[src/rtl/ring_buffer_monitor.sv]
// Passive checker for the DDR2 read-capture ring: shadows writes, checks dout against readPtr.
// Optional RING_BUFFER_MONITOR_LOG_EN adds simulation-only $display logging.
module ring_buffer_monitor #(
  parameter int DATA_W = 16,
  parameter int PTR_W  = 3,
  parameter int CNT_W  = 16
) (
  input  logic              clk,
  input  logic              reset,
  input  logic              listen,
  input  logic              strobe,
  input  logic [DATA_W-1:0] din,
  input  logic [PTR_W-1:0]  readPtr,
  input  logic [DATA_W-1:0] dout,
  output logic              mismatch,
  output logic [DATA_W-1:0] exp_data,
  output logic [PTR_W-1:0]  err_ptr,
  output logic [CNT_W-1:0]  error_count,
  output logic [CNT_W-1:0]  write_count
);
  localparam int DEPTH = 1 << PTR_W;

  logic [DATA_W-1:0] model [DEPTH];
  logic [DEPTH-1:0]  valid;
  logic [PTR_W-1:0]  wptr;
  logic              wr;
  logic [DATA_W-1:0] exp_cur;
  logic              fail;

  assign wr      = listen && strobe;
  assign exp_cur = model[readPtr];
  // Case inequality flags X/Z on dout in simulation; synthesizes as plain !=.
  assign fail    = valid[readPtr] && (dout !== exp_cur);

  // Shadow data is not reset; valid bits gate every compare.
  always_ff @(posedge clk) begin
    if (!reset && wr) model[wptr] <= din;
  end

  always_ff @(posedge clk) begin
    if (reset) begin
      wptr        <= '0;
      valid       <= '0;
      mismatch    <= 1'b0;
      exp_data    <= '0;
      err_ptr     <= '0;
      error_count <= '0;
      write_count <= '0;
    end else begin
      if (wr) begin
        valid[wptr] <= 1'b1;
        wptr        <= wptr + PTR_W'(1);
        if (write_count != '1) write_count <= write_count + CNT_W'(1);
      end
      mismatch <= fail;
      if (fail) begin
        exp_data <= exp_cur;
        err_ptr  <= readPtr;
        if (error_count != '1) error_count <= error_count + CNT_W'(1);
      end
    end
  end

`ifdef RING_BUFFER_MONITOR_LOG_EN
  always @(posedge clk) begin
    if (reset)
      $display("%0t ring monitor reset", $time);
    else if (fail)
      $display("%0t ring monitor: readPtr=%0d expected=%h actual=%h", $time, readPtr, exp_cur, dout);
  end
`endif

endmodule

[config.mk]
export PLATFORM = sky130hd
export DESIGN_NAME = ring_buffer_monitor
export DESIGN_NICKNAME = d
export VERILOG_FILES = /design/src/rtl/ring_buffer_monitor.sv
export SDC_FILE = /design/constraint.sdc
export NUM_CORES = 1
export LEC_CHECK = 0
export BUFFER_PORTS_ARGS = -buffer_cell sky130_fd_sc_hd__buf_4
export CAP_MARGIN = 30
export CORE_MARGIN = 2
export CORE_UTILIZATION = 38
export DETAILED_ROUTE_END_ITERATION = 12
export SETUP_SLACK_MARGIN = 0.02
export SLEW_MARGIN = 20
export SYNTH_ARGS = -nofsm -noshare
export SYNTH_HDL_FRONTEND = slang
export SYNTH_SLANG_ARGS = --single-unit
[constraint.sdc]
create_clock -name clk -period 6 [get_ports clk]
set_input_delay 1.2 -clock clk [delete_from_list [all_inputs] [get_ports clk]]
set_output_delay 1.2 -clock clk [all_outputs]
set_load 0.02 [all_outputs]
Yosys cells after proc, flatten, opt, wreduce, memory -nomap -nowiden. Memories as Yosys holds them, arrays and structs flattened. Index checks and enable logic that the tools add are counted.

Register bits: 63. RAM bits: 128. Input port bits: 39. Output and inout bits: 52. Memories kept: 1.

Add/sub/neg operators: 3. Order comparisons: 3. Equality and inequality tests: 3. Mux-type cells: 6. Bitwise gates (word level): 1. Reductions and logical operators: 7.

Memory list: model (words 8, bits a word 16, read ports 1, clocked after memory_dff 0, write ports 1, line 23) `logic [DATA_W-1:0] model [DEPTH];`.

Operators with widths (number): adder 16 x 1 -> 16 bit (second input constant) (2); inequality test 16 bit (second input constant) (2); case inequality test 16 bit (1); < comparator 3 x 4 -> 1 bit (second input constant) (2); OR 8 bit (1); logical AND 1 bit (4); two-way mux 1 bit (4); AND reduction 2 bit (2); adder 3 x 1 -> 3 bit (second input constant) (1); binary-select mux 1 bit (select 3 bit) (1); demux 1 bit (select 3 bit) (1); greater-or-equal comparator 3 x 1 -> 1 bit (second input constant) (1); zero test 1 bit (1).

Longest topological paths before layout.
Depth after elaboration: 5. Gate-level depth with buffers: 14. Depth with buffers taken out: 9.

Worst setup path after synthesis. OpenSTA, ideal clock, no wires.

Path type: input to register. Start: input port readPtr[0]. End: register error_count[5]. Setup time: 121 ps. Data arrival time: 3502 ps. Required time: 5879 ps. Slack: 2378 ps. Cell stages on the path: 11. Buffers on the path: 3. Path through: buf_6 -> buf_8 -> buf_12 -> mux4_2 -> mux2i_1 -> xor2_1 -> nand4_1 -> nand4b_1 -> o21ai_2 -> or4_1 -> mux2_2.

Longest elaborated chain between the ends: 4.

Ends and longest elaborated chain: from (decl) (line 13) `input logic [PTR_W-1:0] readPtr,`; memory (8 x 16 bit) or binary-select mux 1 bit (select 3 bit) (tied branches); case inequality test 16 bit or two-way mux 1 bit (tied branches) (line 33) `assign fail = valid[readPtr] && (dout !== exp_cur);`; logical AND 1 bit (*) (line 33); AND reduction 2 bit (no line) (*); to (signal assigned) (line 59) `if (error_count != '1) error_count <= error_count + CNT_W'(1);`; to (decl) (line 18) `output logic [CNT_W-1:0] error_count,`.

Mark *: on every way between the ends. The rest lies on a longest branch, timed or not. The select of a mux whose other input is x is not followed. A chain may end at the register's enable or synchronous reset.

Final worst setup path.
Start: input port readPtr[0]. End: register error_count[7].

Same word-level chain as after synthesis.

==> results.sh <==
export IMPL_die_area_um2=21900
export IMPL_synth_ff_type="edfxtp_1"
export IMPL_slew_viol_final=0
export IMPL_grt_pass1_wl_mm=27.5
export IMPL_htree_levels=4
export IMPL_leakage_nw=3.46
export IMPL_synth_top_area_share_pct=48.8
export IMPL_antenna_cells=0
export IMPL_setup_viol=0
export IMPL_grt_pass1_vias=4998
export IMPL_hold_ws_ns=0.449
export IMPL_ys_ff_latch=191
export IMPL_drt_initial_drc_count=373
export IMPL_timing_worst_setup_path_type="primary input to register"
export IMPL_dp_cells=916
export IMPL_worst_setup_path_start_kind="primary input"
export IMPL_irDropWorstVdd_v=0.000149
export IMPL_min_path_cells=1
export IMPL_netlist_top_cells_count="edfxtp_1 (128), nor2_1 (66), dfxtp_1 (63)"
export IMPL_tightest_slew_ns=0.973
export IMPL_grtUsageTotal_pct=16.7
export IMPL_fin_crit_ns=4.48
export IMPL_syn_area_per_cell_um2=13.8
export IMPL_yosys_warnings=0
export IMPL_synth_area_leader_cell="edfxtp_1"
export IMPL_status="finished, final reports clean"
export IMPL_place_hpwl_mm=11.4
export IMPL_cts_made_buffers=17
export IMPL_rsz0062_at_grt="false"
export IMPL_synthCells=570
export IMPL_critPathArrivalTime_ns=4.80
export IMPL_hold_viol=0
export IMPL_syn_nets=612
export IMPL_end_kind="register"
export IMPL_stdcell_count=948
export IMPL_coreArea_um2=20300
export IMPL_netlist_area_um2=7880
export IMPL_p_per_area_nw_per_um2=283
export IMPL_grt_max_degree=65
export IMPL_drive_above_1_share_pct=24.8
export IMPL_fin_setup_tns_ns=0
export IMPL_yosysMostFrequentCell="edfxtp_1"
export IMPL_areaGrowthSynthToFinish_pct=19.2
export IMPL_drt_first_pass_iters=5
export IMPL_overflow=0
export IMPL_wirelength_mm=17.8
export IMPL_start_util_pct=38.8
export IMPL_cts_tree="done"
export IMPL_post_cts_buffers=0
export IMPL_fin_crit_sh_pct=74.7
export IMPL_fill_cells=1828
export IMPL_reg2reg_depth=9
export IMPL_fin_area_um2=9390
export IMPL_clock_sinks=191
export IMPL_via_per_inst=5.27
export IMPL_holdBufCountCts=0
export IMPL_ys_types=49
export IMPL_ctsResizeCount=0
export IMPL_port_buffers=90
export IMPL_max_freq_mhz=223
export IMPL_drv_cap=0
export IMPL_ys_seq_area_share_pct=64.8
export IMPL_cp_required_ns=6.31
export IMPL_clk_path_buf_depth=2
export IMPL_synthArstFlopShare_pct=0
export IMPL_path_clk_slew_ns=0.07
export IMPL_io_pins=91
export IMPL_clk_latency_ns=0.42
export IMPL_antenna_found_initial=0
export IMPL_post_drt_wl_per_cell_um=18.8
export IMPL_die_h_um=148
export IMPL_drc_errors=0
export IMPL_fin_skew_ns=0.00848
export IMPL_gp_congestion=0.797
export IMPL_relSlewSlack_pct=35.0
export IMPL_synth_edff_count=128
export IMPL_yosys_top_cells_area="edfxtp_1 (49%), dfxtp_1 (16%), mux2i_1 (5.8%), mux4_2 (4.0%), nor2_1 (3.1%)"
export IMPL_nets=707
export IMPL_cts_root_buf="clkbuf_16"
export IMPL_hold_path_class="register to register"
export IMPL_die_w_um=148
export IMPL_detail_route_antenna_nets=0
export IMPL_placed_cell_area_um2=8830
export IMPL_worstPathMaxFanout=30
export IMPL_rows=52
export IMPL_vias=4993
-- cells in the final DEF, fill, tap and decap left out, types with 12 or more instances in the layout --
cell type	synthesis	routed
nand3_1	18	18
buf_4	2	102
xor2_1	19	19
nand2_1	23	23
a22o_1	16	16
dfxtp_1	63	63
mux4_2	14	14
nor2_1	66	60
mux2_2	12	12
edfxtp_1	128	128
clkbuf_16	0	17
mux2i_1	46	46
-- layout make-up --
type | instances | area, um2 | share of cell area (%)
clock inverter | 11 | 120 | 1.28
sequential | 191 | 5100 | 54.3
clock buffer | 21 | 440 | 4.69
multi-input combinational | 349 | 2610 | 27.8
timing repair buffer | 102 | 766 | 8.15
tap | 270 | 338 | 3.60
inverter | 4 | 15.0 | 0.160
-- worst max-delay path, stage by stage --
cell and delay (ns):
buf_4 0.42, buf_4 0.49, mux2i_1 0.14, a22o_1 0.27, or3_1 0.35, nand4_1 0.18, nor4_1 0.12, a21boi_2 0.65
buf_4 0.41, nand4_1 0.19, mux2_2 0.31
-- through the flow --
stage	power (mW)	worst slack, ns	utilization (%)
after floorplan	1.55	2.38	-
after global placement	1.60	1.11	43.5
after detailed placement	1.61	1.09	43.5
after CTS	2.68	1.51	46.3
after global routing	2.75	1.31	46.3
final	2.65	1.52	46.3
-- registers in the layout (all words and copies together), names as in the netlist --
register,cells
err_ptr,3
exp_data,16
error_count,16
valid,8
write_count,16
wptr,3
mismatch,1
model,128
-- worst paths after layout --
kind                    startpoint                     endpoint  slack [ns]
min reg2reg  valid[6]$_SDFFE_PP0P_        valid[6]$_SDFFE_PP0P_        0.45
max reg2reg  model[7][1]$_DFFE_PP_  error_count[7]$_SDFFE_PP0P_        2.67
max                     readPtr[0]  error_count[7]$_SDFFE_PP0P_        1.52
min          valid[6]$_SDFFE_PP0P_        valid[6]$_SDFFE_PP0P_        0.45
-- logic make-up (layout without fill, tap and decap cells) --
| kind of cell | Yosys count | count (layout) | share of synthesized area (%) |
|---|---|---|---|
| AO/OA/AOI/OAI | 66 | 66 | 5.95 |
| multiplexers | 76 | 76 | 12.2 |
| AND/OR/NAND/NOR | 180 | 180 | 11.3 |
| XOR/XNOR | 24 | 24 | 2.67 |
| buffers and inverters | 30 | 138 | 2.62 |
| flip-flops | 191 | 191 | 64.8 |
| adder cells (fa/ha/maj) | 3 | 3 | 0.476 |
-- power by group --
part | switching (mW) | total, mW | internal, mW
sequential | 0.00711 | 1.42 | 1.41
combinational | 0.0916 | 0.157 | 0.0651
clock | 0.466 | 1.08 | 0.612
total | 0.564 | 2.65 | 2.09
-- metal layers --
layer	vias up	global-route usage [%]	share of wire, %
met4	0	6.86	2.6
met3	27	3.92	4.9
met2	150	27.8	49
li1	2333	-	-
met5	-	0	0
met1	2483	20.9	43
Power figures use the tool's default switching activity.
